`src/rtl/ps2_pkg.sv`:
```
// ---------------------------------------------------------------------------
// ps2_pkg
// Shared definitions for the PS/2 keyboard event receiver:
//   - scan-code constants for the extended prefix, break prefix and the two
//     keyboard error/overrun codes
//   - frame FSM state encoding
//   - event layout {ext, brk, code[7:0]} as stored in the event FIFO
//   - odd-parity helper
// ---------------------------------------------------------------------------
package ps2_pkg;

  localparam logic [7:0] PS2_EXT  = 8'hE0;  // extended-key prefix
  localparam logic [7:0] PS2_BRK  = 8'hF0;  // key-release prefix
  localparam logic [7:0] PS2_ERR0 = 8'h00;  // keyboard error / overrun
  localparam logic [7:0] PS2_ERR1 = 8'hFF;  // keyboard error / overrun

  // Frame receiver states. IDLE waits for a start bit, DATA shifts 8 bits
  // LSB first, PARITY captures the parity bit, STOP checks the stop bit.
  typedef enum logic [1:0] {
    ST_IDLE   = 2'd0,
    ST_DATA   = 2'd1,
    ST_PARITY = 2'd2,
    ST_STOP   = 2'd3
  } frame_state_t;

  // One decoded key event as held in the FIFO.
  typedef struct packed {
    logic       ext;
    logic       brk;
    logic [7:0] code;
  } ps2_event_t;

  localparam int EVENT_W = $bits(ps2_event_t);

  // PS/2 uses odd parity: data bits plus the parity bit hold an odd number
  // of ones.
  function automatic logic odd_parity_ok(input logic [7:0] data,
                                         input logic       par);
    return ^{data, par};
  endfunction

endpackage

```
`src/rtl/ps2_event_fifo.sv`:
```
// ---------------------------------------------------------------------------
// ps2_event_fifo
// Synchronous first-word-fall-through FIFO. The head entry is presented on
// rdata whenever the FIFO is non-empty; rdata reads as zero when empty so
// the consumer never sees stale or uninitialised storage.
//
// Ports
//   clk    in   system clock
//   clrn   in   asynchronous active-low reset (empties the FIFO)
//   push   in   write request for wdata
//   wdata  in   WIDTH-bit entry to write
//   pop    in   remove the head entry (ignored when empty)
//   rdata  out  head entry (FWFT), zero when empty
//   full   out  DEPTH entries stored
//   empty  out  no entries stored
//   count  out  occupancy, 0..DEPTH
//   drop   out  1 in a cycle where a push was refused because the FIFO was
//               full and no pop freed a slot
//
// A push into a full FIFO is accepted when a pop happens in the same cycle;
// the freed slot is reused and the occupancy stays at DEPTH.
// ---------------------------------------------------------------------------
module ps2_event_fifo #(
  parameter int WIDTH = 10,
  parameter int DEPTH = 8
) (
  input  logic                     clk,
  input  logic                     clrn,
  input  logic                     push,
  input  logic [WIDTH-1:0]         wdata,
  input  logic                     pop,
  output logic [WIDTH-1:0]         rdata,
  output logic                     full,
  output logic                     empty,
  output logic [$clog2(DEPTH):0]   count,
  output logic                     drop
);

  localparam int AW = $clog2(DEPTH);
  localparam int CW = AW + 1;

  logic [WIDTH-1:0] mem [DEPTH];
  logic [AW-1:0]    wr_ptr;
  logic [AW-1:0]    rd_ptr;
  logic             do_push;
  logic             do_pop;

  assign empty   = (count == '0);
  assign full    = (count == CW'(DEPTH));
  assign do_pop  = pop && !empty;
  assign do_push = push && (!full || do_pop);
  assign drop    = push && !do_push;
  assign rdata   = empty ? '0 : mem[rd_ptr];

  // Storage carries no reset; empty gating on rdata hides its contents.
  always_ff @(posedge clk) begin
    if (do_push) begin
      mem[wr_ptr] <= wdata;
    end
  end

  // DEPTH is a power of two, so the pointers wrap by natural overflow.
  always_ff @(posedge clk or negedge clrn) begin
    if (!clrn) begin
      wr_ptr <= '0;
      rd_ptr <= '0;
      count  <= '0;
    end else begin
      if (do_push) begin
        wr_ptr <= wr_ptr + 1'b1;
      end
      if (do_pop) begin
        rd_ptr <= rd_ptr + 1'b1;
      end
      case ({do_push, do_pop})
        2'b10:   count <= count + 1'b1;
        2'b01:   count <= count - 1'b1;
        default: count <= count;
      endcase
    end
  end

endmodule

```
`src/rtl/ps2_key_event_rx.sv`:
```
// ---------------------------------------------------------------------------
// ps2_key_event_rx
// PS/2 keyboard receiver. Synchronises the PS/2 clock and data pins, frames
// 11-bit PS/2 words (start, 8 data LSB first, odd parity, stop), folds the
// E0 (extended) and F0 (break) prefixes into a single event per key and
// buffers events in a first-word-fall-through FIFO.
//
// Ports
//   clk        in   system clock
//   clrn       in   asynchronous active-low reset
//   ps2_clk    in   PS/2 clock pin (asynchronous)
//   ps2_data   in   PS/2 data pin (asynchronous)
//   ev_code    out  head event scan code
//   ev_ext     out  head event carried an E0 prefix
//   ev_break   out  head event is a key release (F0 prefix)
//   ev_valid   out  an event is available
//   ev_ready   in   consumer accepts the head event
//   ev_count   out  FIFO occupancy
//   overflow   out  sticky: an event was dropped because the FIFO was full
//   ovf_clr    in   synchronous clear of overflow (a drop in the same cycle
//                   wins)
//   parity_err out  1-cycle pulse: frame discarded for bad parity
//   frame_err  out  1-cycle pulse: frame discarded for bad stop bit/timeout
//
// Event handshake: ev_code/ev_ext/ev_break are meaningful only while
// ev_valid is 1; they stay stable until the cycle in which ev_valid and
// ev_ready are both 1, which removes the head event at that clock edge.
// ev_ready while ev_valid is 0 has no effect.
//
// The frame FSM state is held in the signal "state" (frame_state_t) as the
// observation point for checkers.
//
// Timing: the stop-bit fall is seen in cycle N, byte_done is registered in
// N+1 and the decoder pushes combinationally in N+1, so ev_valid rises in
// N+2.
// ---------------------------------------------------------------------------
module ps2_key_event_rx
  import ps2_pkg::*;
#(
  parameter int FIFO_DEPTH  = 8,
  parameter int TIMEOUT_CYC = 50000,
  parameter int SYNC_STAGES = 2
) (
  input  logic                          clk,
  input  logic                          clrn,
  input  logic                          ps2_clk,
  input  logic                          ps2_data,
  output logic [7:0]                    ev_code,
  output logic                          ev_ext,
  output logic                          ev_break,
  output logic                          ev_valid,
  input  logic                          ev_ready,
  output logic [$clog2(FIFO_DEPTH):0]   ev_count,
  output logic                          overflow,
  input  logic                          ovf_clr,
  output logic                          parity_err,
  output logic                          frame_err
);

  localparam int                TW       = $clog2(TIMEOUT_CYC + 1);
  localparam logic [TW-1:0]     TMO_LAST = TW'(TIMEOUT_CYC - 1);

  // -------------------------------------------------------------------------
  // Synchronisers and fall detection
  // -------------------------------------------------------------------------
  logic [SYNC_STAGES-1:0] clk_sync;
  logic [SYNC_STAGES-1:0] data_sync;
  logic                   clk_prev;
  logic                   clk_cur;
  logic                   data_cur;
  logic                   fall;

  assign clk_cur  = clk_sync[SYNC_STAGES-1];
  assign data_cur = data_sync[SYNC_STAGES-1];
  assign fall     = clk_prev && !clk_cur;

  // The chains reset to 1 (idle bus level) so releasing reset with the bus
  // idle never produces a phantom fall.
  always_ff @(posedge clk or negedge clrn) begin
    if (!clrn) begin
      clk_sync  <= '1;
      data_sync <= '1;
      clk_prev  <= 1'b1;
    end else begin
      clk_sync  <= {clk_sync[SYNC_STAGES-2:0], ps2_clk};
      data_sync <= {data_sync[SYNC_STAGES-2:0], ps2_data};
      clk_prev  <= clk_cur;
    end
  end

  // -------------------------------------------------------------------------
  // Frame FSM with timeout. Advances only on falls; the timeout counter runs
  // in every non-idle cycle without a fall and restarts on each fall.
  // -------------------------------------------------------------------------
  frame_state_t   state;
  logic [2:0]     bit_idx;
  logic [7:0]     shreg;
  logic           par_bit;
  logic [TW-1:0]  tmo_cnt;
  logic           byte_done;
  logic [7:0]     byte_q;

  always_ff @(posedge clk or negedge clrn) begin
    if (!clrn) begin
      state      <= ST_IDLE;
      bit_idx    <= '0;
      shreg      <= '0;
      par_bit    <= 1'b0;
      tmo_cnt    <= '0;
      byte_done  <= 1'b0;
      byte_q     <= '0;
      parity_err <= 1'b0;
      frame_err  <= 1'b0;
    end else begin
      byte_done  <= 1'b0;
      parity_err <= 1'b0;
      frame_err  <= 1'b0;
      if (fall) begin
        tmo_cnt <= '0;
        case (state)
          ST_IDLE: begin
            // A high data line on a fall is not a start bit; ignore it.
            if (!data_cur) begin
              state   <= ST_DATA;
              bit_idx <= '0;
            end
          end
          ST_DATA: begin
            shreg <= {data_cur, shreg[7:1]};
            if (bit_idx == 3'd7) begin
              state <= ST_PARITY;
            end else begin
              bit_idx <= bit_idx + 3'd1;
            end
          end
          ST_PARITY: begin
            par_bit <= data_cur;
            state   <= ST_STOP;
          end
          ST_STOP: begin
            state <= ST_IDLE;
            // Bad parity takes precedence over a bad stop bit.
            if (!odd_parity_ok(shreg, par_bit)) begin
              parity_err <= 1'b1;
            end else if (!data_cur) begin
              frame_err <= 1'b1;
            end else begin
              byte_done <= 1'b1;
              byte_q    <= shreg;
            end
          end
          default: state <= ST_IDLE;
        endcase
      end else if (state != ST_IDLE) begin
        if (tmo_cnt == TMO_LAST) begin
          state     <= ST_IDLE;
          frame_err <= 1'b1;
          tmo_cnt   <= '0;
        end else begin
          tmo_cnt <= tmo_cnt + 1'b1;
        end
      end
    end
  end

  // -------------------------------------------------------------------------
  // Scan-code decoder. Prefix bytes only set flags; a key byte pushes one
  // event carrying the accumulated flags and then clears them. Error codes
  // and discarded frames clear the flags so a broken sequence cannot leak
  // its prefixes into the next key.
  // -------------------------------------------------------------------------
  logic        ext_flag;
  logic        brk_flag;
  logic        ev_push;
  ps2_event_t  ev_wdata;
  logic        is_prefix;
  logic        is_errcode;

  assign is_prefix  = (byte_q == PS2_EXT) || (byte_q == PS2_BRK);
  assign is_errcode = (byte_q == PS2_ERR0) || (byte_q == PS2_ERR1);

  always_comb begin
    ev_push       = byte_done && !is_prefix && !is_errcode;
    ev_wdata      = '0;
    ev_wdata.ext  = ext_flag;
    ev_wdata.brk  = brk_flag;
    ev_wdata.code = byte_q;
  end

  always_ff @(posedge clk or negedge clrn) begin
    if (!clrn) begin
      ext_flag <= 1'b0;
      brk_flag <= 1'b0;
    end else if (byte_done) begin
      if (byte_q == PS2_EXT) begin
        ext_flag <= 1'b1;
      end else if (byte_q == PS2_BRK) begin
        brk_flag <= 1'b1;
      end else begin
        ext_flag <= 1'b0;
        brk_flag <= 1'b0;
      end
    end else if (parity_err || frame_err) begin
      ext_flag <= 1'b0;
      brk_flag <= 1'b0;
    end
  end

  // -------------------------------------------------------------------------
  // Event FIFO
  // -------------------------------------------------------------------------
  logic [EVENT_W-1:0] fifo_rdata;
  logic               fifo_full;
  logic               fifo_empty;
  logic               fifo_drop;
  ps2_event_t         head;

  ps2_event_fifo #(
    .WIDTH (EVENT_W),
    .DEPTH (FIFO_DEPTH)
  ) u_fifo (
    .clk   (clk),
    .clrn  (clrn),
    .push  (ev_push),
    .wdata (ev_wdata),
    .pop   (ev_ready),
    .rdata (fifo_rdata),
    .full  (fifo_full),
    .empty (fifo_empty),
    .count (ev_count),
    .drop  (fifo_drop)
  );

  assign head     = ps2_event_t'(fifo_rdata);
  assign ev_code  = head.code;
  assign ev_ext   = head.ext;
  assign ev_break = head.brk;
  assign ev_valid = !fifo_empty;

  // Sticky overflow; a drop in the same cycle as ovf_clr keeps it set.
  always_ff @(posedge clk or negedge clrn) begin
    if (!clrn) begin
      overflow <= 1'b0;
    end else if (fifo_drop) begin
      overflow <= 1'b1;
    end else if (ovf_clr) begin
      overflow <= 1'b0;
    end
  end

endmodule
```
`config.mk`:
```
export PLATFORM = sky130hd
export DESIGN_NAME = ps2_key_event_rx
export DESIGN_NICKNAME = d
export VERILOG_FILES = /design/src/rtl/ps2_pkg.sv /design/src/rtl/ps2_event_fifo.sv /design/src/rtl/ps2_key_event_rx.sv
export SDC_FILE = /design/constraint.sdc
export NUM_CORES = 1
export LEC_CHECK = 0
export BUFFER_PORTS_ARGS = -buffer_cell sky130_fd_sc_hd__buf_2
export CORE_ASPECT_RATIO = 0.9
export CORE_MARGIN = 10
export CORE_UTILIZATION = 55
export DETAILED_ROUTE_END_ITERATION = 8
export PLACE_DENSITY = 0.75
export SLEW_MARGIN = 20
export SYNTH_ARGS = -nofsm -noshare
export SYNTH_HDL_FRONTEND = slang
export SYNTH_SLANG_ARGS = --single-unit
```
`constraint.sdc`:
```
create_clock -name clk -period 7.95 [get_ports clk]
set_input_delay 0.795 -clock clk [delete_from_list [all_inputs] [get_ports clk]]
set_output_delay 0.795 -clock clk [all_outputs]
set_load 0.01 [all_outputs]
```
# Yosys cells after proc, flatten, opt, wreduce, memory -nomap -nowiden
# Memories as Yosys holds them, arrays and structs flattened.
# Index checks and enable logic that the tools add are counted.
# Widths: inputs -> output; s select.
[totals] register_bits=59 ramBits=80 input_bits=6 output_inout_bits=18 word_cells=114 memories=1
[memory_table] name="u_fifo.mem" depth=8 word_bits=10 read_ports=1 rd_ports_with_merged_regs=0 write_ports=1 line="ps2_event_fifo.sv:42" source="logic [WIDTH-1:0] mem [DEPTH];"
[op_classes] n_addsub=6 n_eq_ne=17 mux=38 reduce_logical=34
[op_table] cell="$mux 16" count=3
[op_table] cell="$eq 8x8->1 const B" count=3
[op_table] cell="$mux 1" count=24
[op_table] cell="$add 16x1->16 const B" count=1
[op_table] cell="$eq 16x16->1 const B" count=1
[op_table] cell="$reduce_bool 2->1" count=7
[op_table] cell="$reduce_and 4->1" count=3
[op_table] cell="$mux 10" count=1
[op_table] cell="$mux 2" count=5
[op_table] cell="$add 3x1->3 const B" count=3
[op_table] cell="$ne 3x3->1 const B" count=3
[op_table] cell="$reduce_xor 9->1" count=1
[op_table] cell="$logic_not 8->1" count=1
[op_table] cell="$pmux 2 s4" count=1
[op_table] cell="$pmux 4 s2" count=1
[op_table] cell="$reduce_and 2->1" count=4
[op_table] cell="$eq 2x2->1 const B" count=3
[op_table] cell="$logic_and 1x1->1" count=6
[op_table] cell="$logic_not 1->1" count=6
[op_table] cell="$mux 3" count=2
[op_table] cell="$ne 2x2->1 const B" count=3
[op_table] cell="$pmux 3 s2" count=1
[op_table] cell="$add 4x1->4 const B" count=1
[op_table] cell="$eq 2x1->1 const B" count=2
[op_table] cell="other kinds (6)" count=9

# Longest topological paths before layout
# Gate-level depths: netlist (run 1).
[logic_depth] depth_word=9 mapped_depth=12 depth_no_buf=10

# Hierarchy
# Synthesis (run 1) repeated with hierarchy kept, for this count alone.
[unflattened] cells_unflattened=408 hier_area_um2=6099.6
[modules_own_cells] mod="ps2_event_fifo" n_inst=1 cells_each=196 area_each_um2=3686.0
[modules_own_cells] mod="ps2_key_event_rx" n_inst=1 cells_each=212 area_each_um2=2413.6

# Worst setup path after synthesis (run 1)
# Ideal clock, no wire load.
[synth_path] path_type="in2reg" start="input ev_ready" end="memory u_fifo.mem[2][0], enable pin" t_arrival_ns=2.413 required_ns=7.543 slack_ns=5.129 cell_stages=4 path_cell_list="nand3b_1 -> o211ai_1 -> buf_2 -> nor4b_1"
[synth_via] elab_chain_len=5
[synth_lines] element="from (decl)" line="ps2_key_event_rx.sv:52" source="input logic ev_ready,"
[synth_lines] element="$logic_and 1x1->1" line="ps2_event_fifo.sv:50" source="assign do_pop = pop && !empty;"
[synth_lines] element="$logic_or 1x1->1" line="ps2_event_fifo.sv:51" source="assign do_push = push && (!full || do_pop);"
[synth_lines] element="$logic_and 1x1->1" line="ps2_event_fifo.sv:51"
[synth_lines] element="$mux 1" line="ps2_event_fifo.sv:57" source="if (do_push) begin"
[synth_lines] element="$mux 1 (implied by the code)" line="ps2_event_fifo.sv:58" source="mem[wr_ptr] <= wdata;"
[synth_lines] element="to (decl)" line="ps2_event_fifo.sv:42"
# Every way passes these cells.

# Final worst setup path (run 1)
[layout_path] start="register byte_q[1]" end="register u_fifo.count[2]"
[layout_via] elab_chain_len=8 elab_cells_between_ends=15 cone_classes="5 x eq/ne; 1 x mux; 9 x reduce/logical"
[layout_lines] element="from (decl)" line="ps2_key_event_rx.sv:101" source="logic [7:0] byte_q;"
[layout_lines] element="from (signal assigned)" line="ps2_key_event_rx.sv:149" source="byte_q <= shreg;"
[layout_lines] element="$eq 8x8->1" line="ps2_key_event_rx.sv:179" source="assign is_prefix = (byte_q == PS2_EXT) || (byte_q == PS2_BRK);"
[layout_lines] element="$logic_or 1x1->1" line="ps2_key_event_rx.sv:179"
[layout_lines] element="$logic_not 1->1" line="ps2_key_event_rx.sv:183" source="ev_push = byte_done && !is_prefix && !is_errcode;"
[layout_lines] element="$logic_and 1x1->1" line="ps2_key_event_rx.sv:183"
[layout_lines] element="$logic_and 1x1->1 (*)" line="ps2_key_event_rx.sv:183"
[layout_lines] element="$logic_and 1x1->1 (*)" line="ps2_event_fifo.sv:51"
[layout_lines] element="$eq 2x1->1 or $eq 2x2->1 (tied branches)" line="ps2_event_fifo.sv:75" source="case ({do_push, do_pop})"
[layout_lines] element="$pmux 4 s2 or $reduce_bool 2->1 (tied branches)"
[layout_lines] element="to (signal assigned)" line="ps2_event_fifo.sv:76" source="2'b10: count <= count + 1'b1;"
[layout_lines] element="to (signal assigned)" line="ps2_event_fifo.sv:77" source="2'b01: count <= count - 1'b1;"
[layout_lines] element="to (signal assigned)" line="ps2_event_fifo.sv:78" source="default: count <= count;"
[layout_lines] element="to (decl)" line="ps2_event_fifo.sv:35" source="output logic [$clog2(DEPTH):0] count,"
# Mark *: on every way between the ends. The rest lies on a longest branch, timed or not.
# A chain may end at the register's enable or synchronous reset.

==> flow_summary.yaml, run 1 <==
yosys:
  ys_seq_area_share_pct: 63.9
  synth_top_family_by_area: "multiplexers"
  post_synthesis_average_cell_area_um2: 15.1
  synthCells: 402
  yosys_synthesis_warning_count: 0
  synth.cell_area_um2: 6080
  synth.mux.area_fraction_pct: 13.9
  async_flop_share_pct: 42.4
  synth_compound_gate_area_share_pct: 4.53
  post_synth_fa_ha_maj_area_fraction_pct: 2.47
  synthXorXnorAreaFrac_pct: 3.62
  synth_simple_gate_area_share_pct: 9.80
  number_of_enable_flip_flop_cells_after_synthesis: 80
  netlist-cell-type-count: 51
  synth_seq_cells: 139
  dominantRegCellSynth: "sky130_fd_sc_hd__edfxtp_1"
  mappedNetlistNets: 420
power:
  worst_ir_drop_vdd_mv: 0.218
  powerDensity_nw_per_um2: 336
  report.power.total_mw: 2.36
  p_leak_nw: 2.72
worst_setup_path:
  endpoint_class_of_the_critical_path: "flop"
  path_class: "reg -> reg"
  crit_path_start_kind: "flop"
  timing.critical_path.required_ns: 8.25
  crit_fanout: 12
  worstPathArrival_ns: 3.48
clocking:
  clock_insertion_delay_worst_skew_ns: 0.42
  cts_inserted_buffers: 17
  cts.repair_timing.setup_buffer_count: 0
  clock-sinks: 139
  cts_root_buf: "sky130_fd_sc_hd__clkbuf_16"
  postCtsHoldBufs: 0
  tritoncts: "built"
  path_clk_slew_ns: 0.06
  max-clock-path-buffers: 2
  post_cts.resized_instances: 0
  htree_num_levels: 4
cells_and_area:
  final_design_area_no_fill_um2: 7020
  layout.cells.most_common: "sky130_fd_sc_hd__edfxtp_1"
  final_nets: 455
  area_growth_pct: 15.5
  utilization_pct: 64.9
  drive_above_1_share_pct: 26.7
  n_antenna_cell: 0
  num-fill-cells: 759
  finalNonFillerCells: 583
  mostFrequentLayoutCells: "80 x sky130_fd_sc_hd__edfxtp_1, 54 x sky130_fd_sc_hd__dfrtp_1, 24 x sky130_fd_sc_hd__nand2_1"
placed_design:
  gp_routability_congestion: 0.799
  dpl-instance-area_um2: 6420
  dpl.cell_count: 551
  port_buffers: 23
  hpwl_mm: 6.94
  placement.setup.worst_slack_ns: 4.82
sta:
  post-route-period-util_pct: 40.0
  timing.clock.skew_ns: 0.00724
  rsz0062_at_grt: "no"
  slew_viol_final: 0
  final_hold_viol_count: 0
  fin_hold_ws_ns: 0.356
  timing.slew.headroom_pct: 32.3
  setup_ws_ns: 4.77
  max_freq_mhz: 315
  tightest_slew_ns: 1.02
  finalCriticalPeriod_ns: 3.18
  setup_tns_after_final_layout_ns: 0
  setup_viol: 0
status:
  outcome: "finished clean"
floorplan:
  die_area_um2: 15700
  ioPinCount: 24
  fp-row-count: 36
  fp.dieH_um: 120
  die_width_um: 131
  design.core.area_um2: 10800
  initial_core_util_pct: 56.2
drt:
  wire_per_inst_um: 19.5
  vias: 3490
  first_iter_violations: 217
  routed_vias_inst: 5.99
  drt_pass1_iterations: 4
  drt_wirelength_mm: 11.3
  drt.antenna.violating_nets: 0
  drc: 0
global_route:
  number_of_antenna_violations_at_the_first_check_in_global_routing: 0
  grt_use_total_pct: 15.8
  grt_util_met1_pct: 19.5
  grt_first_pass_wirelength_mm: 19.1
  groute.layer.met3.usage_pct: 5.02
  largest_net_degree_at_the_start_of_global_routing: 60
  gr-max-usage-layer: "met2"
  first_global_vias: 3603
  globalRouteOverflowTotal: 0
  globalRouteMet2Util_pct: 25.9
flow_run:
  drv_cap: 0
hold_path:
  hold_path_class: "reg -> reg"
-- critical path, cell delays in order (launching register included) --
cell	delay, ns
sky130_fd_sc_hd__dfrtp_1	0.51
sky130_fd_sc_hd__nor4_1	0.74
sky130_fd_sc_hd__a31oi_1	0.19
sky130_fd_sc_hd__o211ai_1	0.23
sky130_fd_sc_hd__buf_4	0.26
sky130_fd_sc_hd__ha_1	0.28
sky130_fd_sc_hd__xor2_1	0.10
sky130_fd_sc_hd__ha_1	0.21
sky130_fd_sc_hd__a21oi_1	0.17
sky130_fd_sc_hd__xor2_1	0.16
sky130_fd_sc_hd__nor2_1	0.06
sky130_fd_sc_hd__xor2_1	0.13
-- power by group --
part / internal, mW / total [mW] / switching (mW) / leakage, nW
Sequential: 0.861 / 1.01 / 0.149 / 1.53
Combinational: 0.303 / 0.567 / 0.264 / 0.905
Clock: 0.469 / 0.783 / 0.314 / 0.281
Total: 1.63 / 2.36 / 0.727 / 2.72
-- cells in the mapped netlist, types with 4 or more instances --
cell	number	area, um^2
sky130_fd_sc_hd__or4_1	4	30.0
sky130_fd_sc_hd__mux2i_1	11	110
sky130_fd_sc_hd__clkbuf_1	11	41.3
sky130_fd_sc_hd__nor3_1	4	20.0
sky130_fd_sc_hd__nor4b_1	4	35.0
sky130_fd_sc_hd__dfrtp_1	54	1350
sky130_fd_sc_hd__nand3_1	7	35.0
sky130_fd_sc_hd__xor2_1	6	52.6
sky130_fd_sc_hd__nand2_1	24	90.1
sky130_fd_sc_hd__nor2_1	21	78.8
sky130_fd_sc_hd__o21ai_0	11	55.1
sky130_fd_sc_hd__nand3b_1	4	30.0
sky130_fd_sc_hd__dfstp_2	5	131
sky130_fd_sc_hd__mux2_2	13	146
sky130_fd_sc_hd__mux2_4	9	135
sky130_fd_sc_hd__nor4_1	8	50.1
sky130_fd_sc_hd__xnor2_1	14	123
sky130_fd_sc_hd__mux4_2	20	450
sky130_fd_sc_hd__a211oi_1	4	30.0
sky130_fd_sc_hd__ha_1	12	150
sky130_fd_sc_hd__a21oi_1	10	50.1
sky130_fd_sc_hd__inv_1	10	37.5
sky130_fd_sc_hd__nand4_1	9	56.3
sky130_fd_sc_hd__edfxtp_1	80	2400
-- flip-flops by register name, summed over array words and instances, names as in the netlist --
name           flops
byte_done          1
state              2
u_fifo.rd_ptr      3
frame_err          1
clk_sync           2
u_fifo.wr_ptr      3
par_bit            1
parity_err         1
ext_flag           1
brk_flag           1
byte_q             8
data_sync          2
bit_idx            3
shreg              8
clk_prev           1
u_fifo.count       4
overflow           1
tmo_cnt           16
u_fifo.mem        80
-- area by class of cell --
class,instances,area [um^2],area share [%]
clock buffer,18,429,6.12
timing repair buffer,32,183,2.60
inverter,10,37.5,0.535
sequential,139,3880,55.4
clock inverter,14,163,2.32
tap,133,166,2.37
multi-input combinational,237,2150,30.7
-- final timing paths --
kind / start / to / slack (ns) / cells after the start
max: byte_q[1] / u_fifo.count[2] / 4.77 / 11
min: data_sync[0] / data_sync[1] / 0.36 / 0
max reg2reg: byte_q[1] / u_fifo.count[2] / 4.77 / 11
min reg2reg: data_sync[0] / data_sync[1] / 0.36 / 0
max in group asynchronous: clrn / state[1] / 6.93 / 2
min in group asynchronous: clrn / shreg[2] / 0.52 / 2
-- cell families (layout without fill, tap and decap cells) --
family                     Yosys count  count (layout)
DFF                                139             139
and+or+nand+nor                    108             108
muxes                               53              53
AOI/OAI and AO/OA                   42              42
buffers and inverters               26              74
xor gates and xnor gates            22              22
adders and majority gates           12              12
-- layer usage --
layer  share of wire (%)  vias to the layer above
met5                   0                        -
met4                 1.3                        0
met3                 4.0                       16
met2                  51                       69
met1                  44                     1790
li1                    -                     1615
Power figures use the tool's default switching activity.
==> run 2, diff against run 1 <==
--- a/config.mk
+++ b/config.mk
@@ -10,7 +10,7 @@
 export CORE_MARGIN = 10
 export CORE_UTILIZATION = 55
 export DETAILED_ROUTE_END_ITERATION = 8
-export PLACE_DENSITY = 0.75
+export PLACE_DENSITY = 0.78
 export SLEW_MARGIN = 20
 export SYNTH_ARGS = -nofsm -noshare
 export SYNTH_HDL_FRONTEND = slang
==> constraint.sdc (replaced) <==
create_clock -name clk -period 2.7 [get_ports clk]
set_input_delay 0.27 -clock clk [delete_from_list [all_inputs] [get_ports clk]]
set_output_delay 0.27 -clock clk [all_outputs]
set_load 0.01 [all_outputs]
==> run 2 against run 1 <==
Compared with the run above:
- clock-buffer cell count grew 1
- sequential power grew to 2.9 times the previous value
- final cell count rose by 2.2%
- critical endpoint unchanged
- highest routed layer unchanged
==> flow_summary.yaml, run 2 (synthesized netlist as in run 1, its figures left out) <==
sta:
  max_freq_mhz: 395
  setup_viol: 0
  timing.clock.skew_ns: 0.00502
  fin_hold_ws_ns: 0.162
  finalCriticalPeriod_ns: 2.53
  slew_viol_final: 0
  rsz0062_at_grt: "no"
  timing.slew.headroom_pct: 50.7
  tightest_slew_ns: 0.740
  post-route-period-util_pct: 93.7
  final_hold_viol_count: 0
floorplan:
  initial_core_util_pct: 56.2
  die_width_um: 131
  fp.dieH_um: 120
  fp-row-count: 36
  design.core.area_um2: 10800
  ioPinCount: 24
  die_area_um2: 15700
status:
  outcome: "finished clean"
drt:
  drt.antenna.violating_nets: 0
  drc: 0
  drt_pass1_iterations: 5
  routed_vias_inst: 6.05
  wire_per_inst_um: 20.8
  drt_wirelength_mm: 12.4
  vias: 3606
  first_iter_violations: 326
worst_setup_path:
  timing.reg2reg.setup_slack_ns: 0.17
  crit_fanout: 11
  crit_path_start_kind: "flop"
  worst_setup_path_start: "byte_q[5]"
  path_class: "reg -> reg"
  rr_startpoint: "byte_q[5]"
  slowest_library_cell_on_the_worst_path: "sky130_fd_sc_hd__dfrtp_1"
  critical-path-top-delay-family: "compound AO/OA/AOI/OAI gates"
  cp-endpoint: "u_fifo.count[2]"
  worst_path_largest_cell_delay_ns: 0.50
  path_depth: 10
  timing.critical_path.required_ns: 3.00
  timing.rr.end: "u_fifo.count[2]"
  worstPathArrival_ns: 2.83
  endpoint_class_of_the_critical_path: "flop"
  rr_worst_depth: 10
  worst_path_most_repeated_cell: "sky130_fd_sc_hd__xor2_1"
  worst-path-buf-inv: 0
  path_cells: "nor4_2 > a21oi_1 > o211ai_1 > ha_2 > xor2_1 > ha_1 > a21oi_1 > xor2_1 > nor2_1 > xor2_1"
hold_path:
  hold_path_class: "in -> reg"
power:
  powerDensity_nw_per_um2: 998
  worst_ir_drop_vdd_mv: 0.734
  p_leak_nw: 2.82
clocking:
  max-clock-path-buffers: 2
  cts.repair_timing.setup_buffer_count: 0
  clock-sinks: 139
  tritoncts: "built"
  clock_insertion_delay_worst_skew_ns: 0.42
  htree_num_levels: 4
  cts_root_buf: "sky130_fd_sc_hd__clkbuf_16"
  cts_inserted_buffers: 17
  path_clk_slew_ns: 0.06
cells_and_area:
  largest_register_ffs: 80
  final_nets: 468
  num-fill-cells: 743
  reg_top3: "u_fifo.mem x80, tmo_cnt x16"
  area_growth_pct: 17.4
  layout.cells.most_common: "sky130_fd_sc_hd__edfxtp_1"
  layout.area.seq_um2: 3890
  n_antenna_cell: 0
  utilization_pct: 66.0
  max_flop_register: "u_fifo.mem"
  area_of_the_multi_input_gates_um2: 2140
  mostFrequentLayoutCells: "80 x sky130_fd_sc_hd__edfxtp_1, 52 x sky130_fd_sc_hd__dfrtp_1, 24 x sky130_fd_sc_hd__nand2_1"
  drive_above_1_share_pct: 28.9
placed_design:
  port_buffers: 23
  gp_routability_congestion: 0.789
  hpwl_mm: 7.67
global_route:
  grt_first_pass_wirelength_mm: 20.2
  number_of_antenna_violations_at_the_first_check_in_global_routing: 0
  grt_use_total_pct: 16.9
  first_global_vias: 3741
  largest_net_degree_at_the_start_of_global_routing: 33
  globalRouteOverflowTotal: 0
flow_run:
  drv_cap: 0
run 2: layer usage:
layer	track usage [%]	vias to the layer above	wire length, um
li1	-	1648	-
met2	27.5	98	6260
met1	21.3	1835	5330
met4	7.15	0	269
met3	4.01	25	524
met5	0	-	0
run 2: worst reg2reg max path, delay by kind of cell (launching register included):
family	cells	cell delay [ns]
flops	1	0.50
simple gates	2	0.44
fa+ha+maj	2	0.48
compound gates	3	0.60
xor+xnor	3	0.38
run 2: power breakdown:
group | leakage [nW] | switching, mW | internal, mW
sequential | 1.56 | 0.357 | 2.54
combinational | 0.977 | 0.915 | 0.944
clock | 0.286 | 0.886 | 1.48
total | 2.82 | 2.16 | 4.96
run 2: cell type report:
cell class,count,area share (%)
sequential,139,54.5
clock buffer,19,6.21
timing repair buffer,45,4.21
multi-input combinational,237,29.9
tap,133,2.33
inverter,10,0.526
clock inverter,13,2.31
run 2: what timing repair did:
item	4_1_cts	5_1_grt
hold buffers	3	0
endpoints found under the hold margin	24	0
setup endpoints to repair	0	1
resized for setup	0	4
run 2: through the flow:
stage          total power [mW]  TNS [ns]  instance area (um^2)  setup slack [ns]  cells
6_report                   7.12         0                  7140             0.171    596
3_5_place_dp               4.78         0                  6490            0.0957    561
5_1_grt                    7.47         0                  7140           0.00677    596
3_3_place_gp               4.66         0                  6490             0.216    561
2_1_floorplan              4.17     -1.80                  6080           -0.0620    402
4_1_cts                    7.17         0                  7120            0.0566    596
run 2: how the worst min path moves through the flow:
stage                            end  slack, ns    start  depth (start not counted)
after global placement    tmo_cnt[0]       0.30     clrn                          1
after CTS                   overflow       0.15  ovf_clr                          3
after detailed placement  tmo_cnt[3]       0.32     clrn                          1
final                       overflow       0.16  ovf_clr                          3
after floorplan           bit_idx[0]      -0.03     clrn                          0
after global routing        overflow       0.19  ovf_clr                          3
==> run 3, diff against run 2 <==
--- a/config.mk
+++ b/config.mk
@@ -11,6 +11,7 @@
 export CORE_UTILIZATION = 55
 export DETAILED_ROUTE_END_ITERATION = 8
 export PLACE_DENSITY = 0.78
+export RECOVER_POWER = 25
 export SLEW_MARGIN = 20
 export SYNTH_ARGS = -nofsm -noshare
 export SYNTH_HDL_FRONTEND = slang
==> run 3 against run 2 <==
Compared with the run above:
- utilization about the same
- sequential share of layout area about the same
- register-to-register slack barely moved
- setup slack worse by 0.0045 ns
- cell area about the same
- non-clock buffer count unchanged
- global-route usage stayed put
- clock power barely moved
- critical path type unchanged
- largest power group unchanged
==> flow_summary.yaml, run 3 (synthesized netlist as in run 1, its figures left out) <==
power:
  worst_ir_drop_vdd_mv: 0.734
  total_switching_power_mw: 2.15
  clkPwrFrac_pct: 33.2
  comb_power_share_pct: 26.1
  powerDensity_nw_per_um2: 998
  power.switching_fraction_pct: 30.3
  p_int_mw: 4.96
  power.sequential.fraction_pct: 40.7
  p_leak_nw: 2.82
clocking:
  htree_num_levels: 4
  max-clock-path-buffers: 2
  cts.repair_timing.setup_buffer_count: 0
  path_clk_slew_ns: 0.06
  cts_root_buf: "sky130_fd_sc_hd__clkbuf_16"
  cts_inserted_buffers: 17
  clock-sinks: 139
  clock_insertion_delay_worst_skew_ns: 0.42
  tritoncts: "built"
sta:
  timing.clock.skew_ns: 0.00563
  final_hold_viol_count: 0
  setup_viol: 0
  slew_viol_final: 0
  setup_ws_ns: 0.167
  post-route-period-util_pct: 93.8
  rsz0062_at_grt: "no"
  max_freq_mhz: 395
  setup_tns_after_final_layout_ns: 0
  timing.slew.headroom_pct: 51.3
  finalCriticalPeriod_ns: 2.53
  tightest_slew_ns: 0.731
cells_and_area:
  layout.cells.most_common: "sky130_fd_sc_hd__edfxtp_1"
  final_design_area_no_fill_um2: 7130
  n_antenna_cell: 0
  area_growth_pct: 17.4
  largest_register_ffs: 80
  max_flop_register: "u_fifo.mem"
  mostFrequentLayoutCells: "80 x sky130_fd_sc_hd__edfxtp_1, 52 x sky130_fd_sc_hd__dfrtp_1, 24 x sky130_fd_sc_hd__nand2_1"
  finalNonFillerCells: 596
  reg_top3: "u_fifo.mem x80, tmo_cnt x16"
  drive_above_1_share_pct: 28.5
  final_nets: 468
worst_setup_path:
  crit_fanout: 11
  crit_path_start_kind: "flop"
  timing.reg2reg.setup_slack_ns: 0.17
  worstPathArrival_ns: 2.83
  endpoint_class_of_the_critical_path: "flop"
  timing.critical_path.required_ns: 3.00
  path_class: "reg -> reg"
drt:
  vias: 3601
  drc: 0
  drt_pass1_iterations: 7
  drt.antenna.violating_nets: 0
  first_iter_violations: 285
  drt_wirelength_mm: 12.4
  routed_vias_inst: 6.04
  wire_per_inst_um: 20.8
status:
  outcome: "finished clean"
global_route:
  grt_first_pass_wirelength_mm: 20.2
  number_of_antenna_violations_at_the_first_check_in_global_routing: 0
  grt_use_total_pct: 16.9
  globalRouteOverflowTotal: 0
  first_global_vias: 3741
  largest_net_degree_at_the_start_of_global_routing: 33
placed_design:
  gp_routability_congestion: 0.789
  placement.setup.worst_slack_ns: 0.0957
  hpwl_mm: 7.67
  dpl.cell_count: 561
  dpl-instance-area_um2: 6490
  port_buffers: 23
floorplan:
  ioPinCount: 24
  initial_core_util_pct: 56.2
  die_width_um: 131
  die_area_um2: 15700
  fp.dieH_um: 120
  design.core.area_um2: 10800
  fp-row-count: 36
flow_run:
  drv_cap: 0
hold_path:
  hold_path_class: "in -> reg"
## run 3: cell types whose count changed in the layout (fill, tap and decap cells not counted), sizes merged
| cell | delta |
|---|---|
| buf | -1 |
| clkbuf | +1 |
## run 3: cell type report
type | instances | area [um^2]
Multi-Input combinational cell | 237 | 2140
Fill cell | 744 | 3680
Inverter | 10 | 37.5
Clock buffer | 19 | 443
Timing Repair Buffer | 45 | 297
Tap cell | 133 | 166
Clock inverter | 13 | 165
Sequential cell | 139 | 3890
## run 3: worst max-delay path, cell delays in order, from the launching register on
cell                       delay [ns]
sky130_fd_sc_hd__dfrtp_1         0.50
sky130_fd_sc_hd__nor4_2          0.38
sky130_fd_sc_hd__a21oi_1         0.15
sky130_fd_sc_hd__o211ai_1        0.31
sky130_fd_sc_hd__ha_2            0.29
sky130_fd_sc_hd__xor2_1          0.08
sky130_fd_sc_hd__ha_1            0.19
sky130_fd_sc_hd__a21oi_1         0.14
sky130_fd_sc_hd__xor2_1          0.16
sky130_fd_sc_hd__nor2_1          0.07
sky130_fd_sc_hd__xor2_1          0.14
## run 3: final timing paths
check	startpoint	end	depth (start not counted)
worst max-delay path	byte_q[5]	u_fifo.count[2]	10
worst min-delay path	ovf_clr	overflow	3
worst max register to register	byte_q[5]	u_fifo.count[2]	10
worst min register to register	data_sync[0]	data_sync[1]	0
max in group asynchronous	clrn	byte_q[3]	3
min in group asynchronous	clrn	tmo_cnt[4]	2
## run 3: metrics by stage
| step | utilization, % | power, mW | hold slack (ns) |
|---|---|---|---|
| after CTS | 65.9 | 7.17 | 0.154 |
| after global placement | 60.0 | 4.66 | 0.304 |
| after detailed placement | 60.0 | 4.78 | 0.323 |
| after global routing | 66.0 | 7.47 | 0.187 |
| final | 66.0 | 7.11 | 0.166 |
| after floorplan | - | 4.17 | -0.0256 |
## run 3: per-layer routing
layer / part of all wire (%) / wire length [um] / global-route usage, %
met5: 0 / 0 / 0
met4: 1.8 / 220 / 7.15
met3: 4.7 / 581 / 4.01
met2: 51 / 6330 / 27.5
met1: 42 / 5270 / 21.3
## run 3: timing repair
| item | CTS | global route |
|---|---|---|
| gates resized for setup | 0 | 4 |
| hold buffers | 3 | 0 |
| endpoints found under the hold margin | 24 | 0 |
| setup endpoints to repair | 0 | 1 |
## run 3: power groups by stage
| stage | Clock, mW | Sequential, mW | Combinational, mW |
|---|---|---|---|
| after CTS | 2.39 | 2.89 | 1.89 |
| final | 2.36 | 2.89 | 1.86 |
| after global routing | 2.48 | 2.94 | 2.05 |
| after global placement | 0 | 2.90 | 1.76 |
| after floorplan | 0 | 2.80 | 1.36 |
| after detailed placement | 0 | 2.92 | 1.86 |
